===== src/rtl/seven_seg_pkg.sv =====
// Shared constants for the seven-segment scanner: segment patterns (a..g, 0 = lit) and parameter bounds.
`default_nettype none

package seven_seg_pkg;

  localparam int DIGITS_MIN      = 1;
  localparam int DIGITS_MAX      = 8;
  localparam int REFRESH_DIV_MIN = 4;

  localparam logic [6:0] SEG_0     = 7'b0000001;
  localparam logic [6:0] SEG_1     = 7'b1001111;
  localparam logic [6:0] SEG_2     = 7'b0010010;
  localparam logic [6:0] SEG_3     = 7'b0000110;
  localparam logic [6:0] SEG_4     = 7'b1001100;
  localparam logic [6:0] SEG_5     = 7'b0100100;
  localparam logic [6:0] SEG_6     = 7'b0100000;
  localparam logic [6:0] SEG_7     = 7'b0001111;
  localparam logic [6:0] SEG_8     = 7'b0000000;
  localparam logic [6:0] SEG_9     = 7'b0000100;
  localparam logic [6:0] SEG_A     = 7'b0000010;
  localparam logic [6:0] SEG_B     = 7'b1100000;
  localparam logic [6:0] SEG_C     = 7'b1110010;
  localparam logic [6:0] SEG_D     = 7'b1000010;
  localparam logic [6:0] SEG_E     = 7'b0010000;
  localparam logic [6:0] SEG_F     = 7'b0111000;
  localparam logic [6:0] SEG_BLANK = 7'b1111111;

endpackage

`default_nettype wire


===== src/rtl/hex_to_seg.sv =====
// Combinational hex nibble to active-low a..g segment pattern decoder.
`default_nettype none

module hex_to_seg
  import seven_seg_pkg::*;
(
  input  logic [3:0] nibble,
  output logic [6:0] pattern
);

  always_comb begin
    pattern = SEG_BLANK;
    case (nibble)
      4'h0: pattern = SEG_0;
      4'h1: pattern = SEG_1;
      4'h2: pattern = SEG_2;
      4'h3: pattern = SEG_3;
      4'h4: pattern = SEG_4;
      4'h5: pattern = SEG_5;
      4'h6: pattern = SEG_6;
      4'h7: pattern = SEG_7;
      4'h8: pattern = SEG_8;
      4'h9: pattern = SEG_9;
      4'hA: pattern = SEG_A;
      4'hB: pattern = SEG_B;
      4'hC: pattern = SEG_C;
      4'hD: pattern = SEG_D;
      4'hE: pattern = SEG_E;
      4'hF: pattern = SEG_F;
      default: pattern = SEG_BLANK;
    endcase
  end

endmodule

`default_nettype wire


===== src/rtl/seven_seg_scanner.sv =====
// Multiplexed seven-segment scanner with a dead cycle between digit slots.
// Optional leading-zero blanking is compiled in with macro SEVEN_SEG_LZ_BLANK_EN.
`default_nettype none

module seven_seg_scanner
  import seven_seg_pkg::*;
#(
  parameter int DIGITS      = 4,       // 1..8
  parameter int REFRESH_DIV = 100000   // >= 4
) (
  input  logic                  clk,
  input  logic                  rst_n,
  input  logic [4*DIGITS-1:0]   value,
  input  logic [DIGITS-1:0]     dp_in,
  input  logic                  load,
  input  logic                  blank_en,
  output logic [7:0]            segs,
  output logic [DIGITS-1:0]     an
);

  localparam int CNT_W = $clog2(REFRESH_DIV);
  localparam int IDX_W = (DIGITS > 1) ? $clog2(DIGITS) : 1;

  logic [CNT_W-1:0]    cnt;
  logic [IDX_W-1:0]    idx;
  logic [4*DIGITS-1:0] shadow_val;
  logic [DIGITS-1:0]   shadow_dp;

  logic                tick;
  logic                dead;
  logic [3:0]          nibble;
  logic                dp_bit;
  logic [6:0]          pattern;
  logic                blank_digit;

  assign tick = (cnt == CNT_W'(REFRESH_DIV - 1));
  // Counter value 0 is the slot right after a tick; its registered image is the dead cycle.
  assign dead = (cnt == '0);

  always_ff @(posedge clk or negedge rst_n) begin
    if (!rst_n) begin
      cnt <= '0;
      idx <= '0;
    end else if (tick) begin
      cnt <= '0;
      idx <= (idx == IDX_W'(DIGITS - 1)) ? '0 : idx + 1'b1;
    end else begin
      cnt <= cnt + 1'b1;
    end
  end

  always_ff @(posedge clk or negedge rst_n) begin
    if (!rst_n) begin
      shadow_val <= '0;
      shadow_dp  <= '0;
    end else if (load) begin
      shadow_val <= value;
      shadow_dp  <= dp_in;
    end
  end

  always_comb begin
    nibble = 4'h0;
    dp_bit = 1'b0;
    for (int i = 0; i < DIGITS; i++) begin
      if (idx == IDX_W'(i)) begin
        nibble = shadow_val[i*4 +: 4];
        dp_bit = shadow_dp[i];
      end
    end
  end

  hex_to_seg u_hex_to_seg (
    .nibble  (nibble),
    .pattern (pattern)
  );

`ifdef SEVEN_SEG_LZ_BLANK_EN
  logic nz_at_or_above;

  // A digit is a leading zero when it and every higher nibble are zero; digit 0 always shows.
  always_comb begin
    nz_at_or_above = 1'b0;
    for (int i = 0; i < DIGITS; i++) begin
      if ((i >= int'(idx)) && (shadow_val[i*4 +: 4] != 4'h0)) begin
        nz_at_or_above = 1'b1;
      end
    end
    blank_digit = blank_en && !nz_at_or_above && (idx != '0);
  end
`else
  logic unused_blank_en;
  assign unused_blank_en = blank_en;
  assign blank_digit     = 1'b0;
`endif

  always_ff @(posedge clk or negedge rst_n) begin
    if (!rst_n) begin
      segs <= 8'hFF;
      an   <= '1;
    end else if (dead) begin
      segs <= 8'hFF;
      an   <= '1;
    end else begin
      segs <= {(blank_digit ? SEG_BLANK : pattern), ~dp_bit};
      an   <= ~(DIGITS'(1) << idx);
    end
  end

endmodule

`default_nettype wire

===== config.mk =====
export PLATFORM = sky130hd
export DESIGN_NAME = seven_seg_scanner
export DESIGN_NICKNAME = d
export VERILOG_FILES = /design/src/rtl/seven_seg_pkg.sv /design/src/rtl/hex_to_seg.sv /design/src/rtl/seven_seg_scanner.sv
export SDC_FILE = /design/constraint.sdc
export NUM_CORES = 1
export LEC_CHECK = 0
export ABC_AREA = 1
export CAP_MARGIN = 0
export CORE_MARGIN = 3
export CORE_UTILIZATION = 55
export DETAILED_ROUTE_END_ITERATION = 8
export PLACE_DENSITY = 0.8
export SKIP_LAST_GASP = 1
export SYNTH_ARGS = -nofsm -noshare
export SYNTH_HDL_FRONTEND = slang
export SYNTH_SLANG_ARGS = --single-unit

===== constraint.sdc =====
create_clock -name clk -period 2.4 [get_ports clk]
set_input_delay 0.24 -clock clk [delete_from_list [all_inputs] [get_ports clk]]
set_output_delay 0.24 -clock clk [all_outputs]
set_load 0.1 [all_outputs]

Word level (Yosys, flattened, before mapping)
Memories as Yosys holds them, arrays and structs flattened.
Cells that the tools add are included.
{"block": "totals", "register_bits": 51, "word_cells": 30, "output_inout_bits": 12, "in_bits": 24, "mem_bits_ro": 112, "n_memories": 1}
{"memory": "(name not given)", "depth": 16, "word_bits": 7, "rd": 1, "rd_ports_with_merged_regs": 0, "write_ports": 0, "line": "hex_to_seg.sv:13", "source": "case (nibble)"}
{"block": "op_classes", "muxes": 12, "reduce_logical": 2, "addsub": 2, "n_bitwise": 2, "n_shift": 1, "eq_ne": 4}
{"cell": "$mux 4", "n": 5}
{"cell": "$add 17x1->17 const B", "n": 1}
{"cell": "$eq 17x17->1 const B", "n": 1}
{"cell": "$logic_not 17->1", "n": 1}
{"cell": "$mux 17", "n": 1}
{"cell": "$mux 8", "n": 1}
{"cell": "$eq 2x2->1 const B", "n": 2}
{"cell": "$mux 1", "n": 4}
{"cell": "$not 4->4", "n": 1}
{"cell": "$shl 1x2->4 const A", "n": 1}
{"cell": "$add 2x1->2 const B", "n": 1}
{"cell": "$eq 2x1->1 const B", "n": 1}
{"cell": "$logic_not 2->1", "n": 1}
{"cell": "$mux 2", "n": 1}
{"cell": "$not 1->1", "n": 1}

Depth between registers and ports, before layout
Gate-level depths: netlist (run 1).
{"block": "depth", "depth_word": 7, "ltp_mapped": 15, "mapped_depth_nobuf": 15}

Cells and area by module
A second synthesis (run 1) with hierarchy kept.
{"block": "unflattened", "cells_unflattened": 339, "hier_area_um2": 2758.9}
{"module": "seven_seg_scanner", "instances": 1, "seq_area_each_um2": 1291.2, "cells_per_inst": 288, "area_per_inst_um2": 2463.6}
{"module": "hex_to_seg", "instances": 1, "seq_area_each_um2": 0.0, "cells_per_inst": 51, "area_per_inst_um2": 295.3}

Least setup slack after synthesis (run 1)
Ideal clock, no wire load.
{"block": "synth_path", "path_kind": "flip-flop to flip-flop", "startpoint": "register idx[0]", "endpoint": "register segs[4]", "period_less_slack_ps": 1826, "setup_ps": 84, "path_stages_with_launch": 12, "t_arrival_ps": 1743, "setup_slack_ps": 574, "path_cell_list": "dfrtp_1 ha_1 buf_4 a21oi_1 nand2_1 a21boi_2 inv_1 ha_1 nand2_1 nand2_1 nand2_1 nand3_1"}
{"block": "synth_via", "elab_chain_len": 7, "word_cells_on_any_way": 10, "cone_classes": "eq/ne (3); mux (5); reduce/logical (1); memory (1)"}
{"item": "from (decl)", "line": "seven_seg_scanner.sv:25", "source": "logic [IDX_W-1:0] idx;"}
{"item": "from (signal assigned)", "line": "seven_seg_scanner.sv:46", "source": "idx <= (idx == IDX_W'(DIGITS - 1)) ? '0 : idx + 1'b1;"}
{"item": "$logic_not 2->1", "line": "seven_seg_scanner.sv:66", "source": "if (idx == IDX_W'(i)) begin"}
{"item": "$mux 4 (3 in series)", "line": "seven_seg_scanner.sv:66"}
{"item": "$mux 4 *", "line": "seven_seg_scanner.sv:66"}
{"item": "$mem_v2 16x7 *"}
{"item": "$mux 8 *", "line": "seven_seg_scanner.sv:101", "source": "end else if (dead) begin"}
{"item": "to (signal assigned)", "line": "seven_seg_scanner.sv:105", "source": "segs <= {(blank_digit ? SEG_BLANK : pattern), ~dp_bit};"}
{"item": "to (decl)", "line": "seven_seg_scanner.sv:17", "source": "output logic [7:0] segs,"}
Every way passes the cells marked *; elsewhere a longest branch is shown, timed or not.
A chain may end at the register's enable or synchronous reset.

Final worst setup path (run 1)
{"block": "layout_path", "startpoint": "register idx[0]", "endpoint": "register segs[2]"}
Same word-level chain as after synthesis.

==> results of run 1 <==
[where the power goes]
group / total [uW] / switching [uW] / internal [uW]
combinational: 383 / 263 / 120
sequential: 949 / 22.5 / 926
clock: 608 / 271 / 337
total: 1940 / 556 / 1380
[sequential cells by signal, indices dropped and copies added, names as in the netlist]
name / count
segs: 8
cnt: 17
idx: 2
shadow_dp: 4
an: 4
shadow_val: 16
[per-stage QoR]
| step | power (uW) | instance area (um2) | hold WS [ps] | setup slack [ps] |
|---|---|---|---|---|
| detailed placement | 1350 | 3070 | 380 | 307 |
| finish | 1940 | 3190 | 38.4 | 278 |
| CTS | 1960 | 3190 | 51.1 | 291 |
| floorplan | 1240 | 2710 | -55.6 | 574 |
| global placement | 1340 | 3070 | 382 | 363 |
| global route | 2030 | 3190 | 78.1 | 22.9 |
[path summary, 6_finish.rpt]
kind,startpoint,endpoint,cells past startpoint
min in group clk,shadow_dp[3],segs[0],1
max reg2reg,idx[0],segs[2],12
max,idx[0],segs[2],12
min,rst_n,cnt[6],2
min reg2reg,shadow_dp[3],segs[0],1
max in group asynchronous,rst_n,shadow_val[4],2
[synthesized netlist by cell type, drive strengths merged]
master	instances	area, um2
dfstp	12	315
nand2	81	309
a21oi	10	53.8
inv	42	158
dfrtp	39	976
a21boi	2	22.5
ha	12	150
nor3	10	50.1
o21a	1	7.51
nand4	7	43.8
xor2	11	96.3
nor2	30	128
or2	1	6.26
clkbuf	1	3.75
nand3	23	125
o211ai	1	7.51
buf	7	43.8
mux2	15	169
a22oi	1	7.51
o21ai	7	35.0
[layout make-up]
cell class	instances	area, um2	area share [%]
tap	65	81.3	2.55
inverter	42	158	4.94
clock inverter	2	35.0	1.10
clock buffer	6	82.6	2.59
timing repair buffer	37	328	10.3
multi-input combinational	212	1210	38.1
sequential	51	1290	40.5
[critical path, stage by stage, from the launching register on]
cell and delay (ps):
dfrtp_1 420, inv_1 120, ha_1 410, inv_1 120, nand2_1 90, nand2_1 50, nand2_1 170, inv_1 100
ha_1 240, nand3_1 120, nand2_1 70, nand2_1 50, nand3_1 80
[cells by family after synthesis]
group	count (synthesis)	synth area share, %
compound gates	22	4.94
xor+xnor	11	3.56
fa+ha+maj	12	5.55
buf+inv	50	7.58
flops	51	47.7
mux	15	6.24
simple gates	152	24.4
[per-layer routing]
metal | share of wire [%] | up-vias
li1 | - | 1060
met1 | 48 | 950
met2 | 46 | 48
met3 | 4.6 | 4
met4 | 0.76 | 0
met5 | 0 | -
[timing repair]
item,4_1_cts,5_1_grt
setup endpoints to repair,0,3
gates resized for setup,0,1
hold buffers,0,0
==> results.ini, run 1 <==
[global_routing]
antenna_found_initial=0
grtUsageMet2_pct=30.9
grt_pass1_wl_um=8890
grtUsageMet3_pct=4.14
met1_usage_pct=24.9
grt_max_degree=52
grt_pass1_vias=2012
busiest_layer=met2
overflow=0
grt_usage_pct=18.6

[timing]
rsz0062_at_grt=false
finalSetupViolCount=0
tns_ps=0
slew_viol_final=0
max_freq_mhz=471
min_period_ps=2120
worstMarginPinSlew_ps=620
max_slew_margin_pct=58.7
final.setup_skew_ps=11.2
post-route-period-util_pct=88.4
hold_viol=0

[floorplanning]
dieArea_mm2=0.00580
rows=24
initial_core_util_pct=59.3
ios=36
core_area_mm2=0.00456
die_w_um=76.2
die_h_um=76.2

[routing]
remaining_drc_errors=0
num_vias=2062
dr.pass1.iters=5
routed_wl_um=5020
wl_per_cell_um=12.1
first_iter_violations=89
ant_nets=0
vias_per_cell=4.97

[worst_setup_path]
worst-setup-path-type=flip-flop to flip-flop
cp_data_arrival_time_ps=2340
critPathMaxFanout=11
required_ps=2620
end_kind=flip-flop
start_kind=flip-flop
rrSetupSlack_ps=280

[placed_design]
gp_congestion=0.899
place_inst=407
hpwlAfterDp_um=3750
port_buffers=34

[logic_synthesis]
synth_seq_area_share_pct=47.7
synthCells=313
ys_warn_count=0
syn_area_mm2=0.00271
postSynthAreaPerCell_um2=8.65
syn-num-nets=349
synth-seq-cells=51
synth_cell_type_count=28

[clocking]
path_clk_slew_ps=90
cts_tree=built
cts_root_buf=clkbuf_8
cts_buffers=5
cts_buffer_depth=2
ctsHtreeMaxLevel=2
post_cts_buffers=0
cts_num_sinks=51
clock_latency_ps=300

[cells_and_area]
drive_above_1_share_pct=18.6
layout_commonest_cell=nand2_1
final_cell_mix=nand2_1, inv_1, dfrtp_1, nor2_1
nets=385
num_antenna_cells=0
final_cell_count_no_fill=415
fill_cells=359
fin_util_pct=69.9
area_growth_pct=17.8

[min_path]
min_path_type=primary input to asynchronous set/reset pin

[pwr]
max-vdd-ir-drop_mv=0.382
power_leakage_uw=0.00156
p_per_area_mw_per_mm2=608

[run_status]
status=finished, final reports clean

[job]
max-cap-violations=0

Power figures use the tool's default switching activity.
==> inputs of run 2 (changes only) <==
- CORE_MARGIN: 3 -> default
==> run 2 against run 1 <==
  * Maximum frequency shrank 0.68%
  * Routed wire length down 1.2%
  * Cell count increased by 0.72%
  * Global-route usage rose by 2.6 points
  * Clock-buffer cell count unchanged
  * Combinational power grew 1%
  * Sequential share of layout area is essentially flat
  * Largest cell class unchanged
  * Largest power group unchanged
  * Highest routed layer unchanged
==> results.ini, run 2 (synthesis results as in run 1) <==
[routing]
ant_nets=0  ; unchanged
remaining_drc_errors=0  ; unchanged
dr.pass1.iters=4  ; was 5
first_iter_violations=127  ; was 89
num_vias=2079  ; was 2062
routed_wl_um=4960  ; was 5020 um
wl_per_cell_um=11.9  ; was 12.1 um
vias_per_cell=4.97  ; about the same

[floorplanning]
dieArea_mm2=0.00521  ; was 0.00580 mm2
die_h_um=72.2  ; was 76.2 um
initial_core_util_pct=57.3  ; was 59.3%
die_w_um=72.2  ; was 76.2 um
core_area_mm2=0.00472  ; was 0.00456 mm2
ios=36  ; unchanged
rows=25  ; was 24

[cells_and_area]
area_growth_pct=17.7  ; was 17.8%
layout_commonest_cell=nand2_1  ; unchanged
regMostFlops=cnt  ; unchanged
final_cell_mix=nand2_1, inv_1, dfrtp_1, nor2_1  ; unchanged
num_antenna_cells=0  ; unchanged
largest_register_ffs=17  ; unchanged
reg.largest.list=cnt: 17 flops, shadow_val: 16 flops, segs: 8 flops  ; unchanged
drive_above_1_share_pct=18.2  ; was 18.6%
fin_util_pct=67.5  ; was 69.9%
nets=386  ; was 385

[timing]
whs_ps=441  ; was 38.4 ps
max_freq_mhz=468  ; was 471 MHz
min_period_ps=2140  ; was 2120 ps
max_slew_margin_pct=61.2  ; was 58.7%
finalSetupViolCount=0  ; unchanged
tns_ps=0  ; unchanged
slew_viol_final=0  ; unchanged
post-route-period-util_pct=89.0  ; was 88.4%
worstMarginPinSlew_ps=582  ; was 620 ps
rsz0062_at_grt=false  ; unchanged
final.setup_skew_ps=14.1  ; was 11.2 ps
hold_viol=0  ; unchanged

[clocking]
clock_latency_ps=300  ; about the same
cts_root_buf=clkbuf_8  ; unchanged
path_clk_slew_ps=100  ; was 90 ps
cts_tree=built  ; unchanged
cts_num_sinks=51  ; unchanged
cts_buffers=5  ; unchanged
cts_buffer_depth=2  ; unchanged
ctsHtreeMaxLevel=2  ; unchanged
post_cts_buffers=0  ; unchanged

[pwr]
power_leakage_uw=0.00155  ; was 0.00156 uW
max-vdd-ir-drop_mv=0.350  ; was 0.382 mV
p_per_area_mw_per_mm2=572  ; was 608 mW/mm2

[worst_setup_path]
rr_worst_depth=14  ; was 12
r2r-end=segs[7]  ; was segs[2]
worst-setup-path-type=flip-flop to flip-flop  ; unchanged
r2r-start=idx[1]  ; was idx[0]
required_ps=2600  ; was 2620 ps
cp_data_arrival_time_ps=2340  ; about the same
startpoint=idx[1]  ; was idx[0]
start_kind=flip-flop  ; unchanged
rrSetupSlack_ps=260  ; was 280 ps
critPathMaxFanout=9  ; was 11
end_kind=flip-flop  ; unchanged

[global_routing]
antenna_found_initial=0  ; unchanged
grt_usage_pct=21.2  ; was 18.6%
overflow=0  ; unchanged
grt_pass1_vias=1971  ; was 2012
grt_pass1_wl_um=8570  ; was 8890 um
grt_max_degree=27  ; was 52

[run_status]
status=finished, final reports clean  ; unchanged

[min_path]
min_path_type=flip-flop to flip-flop  ; was primary input to asynchronous set/reset pin
worst_hold_startpoint=shadow_dp[3]
min_to=segs[0]
holdPathStages=1

[job]
max-cap-violations=0  ; unchanged

[placed_design]
gp_congestion=0.949  ; was 0.899
hpwlAfterDp_um=3770  ; was 3750 um
port_buffers=34  ; unchanged

run 2: cell count changes in the layout (fill, tap and decap cells not counted):
cell	delta
clkbuf_8	-1
clkinv_2	-1
bufinv_16	-1
buf_4	-1
clkbuf_1	+1
dlygate4sd3_1	+1
clkinv_4	+2
buf_12	+1
run 2: worst max-delay path by stage:
stage | endpoint
after floorplan | segs[4]
after global placement | segs[2]
after detailed placement | segs[2]
after CTS | segs[2]
after global routing | segs[2]
final | segs[7]
run 2: stage by stage:
| stage | setup slack [ps] | power (uW) | cell area [um2] | std cells |
|---|---|---|---|---|
| after floorplan | 574 | 1240 | 2710 | 313 |
| after global placement | 338 | 1340 | 3080 | 409 |
| after detailed placement | 296 | 1350 | 3080 | 409 |
| after CTS | 258 | 1840 | 3180 | 418 |
| after global routing | 24.9 | 1910 | 3190 | 418 |
| final | 263 | 1820 | 3190 | 418 |
run 2: routing by layer:
| layer | up-vias | track usage, % | wire (um) |
|---|---|---|---|
| li1 | 1057 | - | - |
| met5 | - | 0 | 0 |
| met4 | 0 | 6.32 | 27 |
| met2 | 48 | 34.0 | 2290 |
| met3 | 2 | 4.31 | 224 |
| met1 | 972 | 29.3 | 2410 |
run 2: repair_timing:
action                                  CTS  global route
endpoints found under the setup margin    0             3
endpoints found under the hold margin    23             0
hold buffers                              1             0
resized for setup                         0             1
run 2: critical path, cell delays in order, from the launching register on:
cell,delay (ps)
dfrtp_1,410
inv_1,100
ha_1,350
nor2_2,100
nand2_1,90
nand2_1,60
nand2_1,60
nand2_1,50
nand2_1,170
inv_1,100
ha_1,220
nand3_1,130
nand2_1,70
nand2_1,60
nand3_1,80
run 2: power by group:
part | leakage, uW | internal, uW | total, uW | switching, uW
sequential | 0.000613 | 926 | 948 | 21.7
clock | 0.0000454 | 210 | 487 | 277
combinational | 0.000892 | 124 | 387 | 263
run 2: area by class of cell:
class                           instances  area, um2
Clock buffer                            6       72.6
Inverter                               42        158
Fill cell                             393       1540
Sequential cell                        51       1290
Multi-Input combinational cell        212       1210
Tap cell                               67       83.8
Clock inverter                          2       17.5
Timing Repair Buffer                   38        350
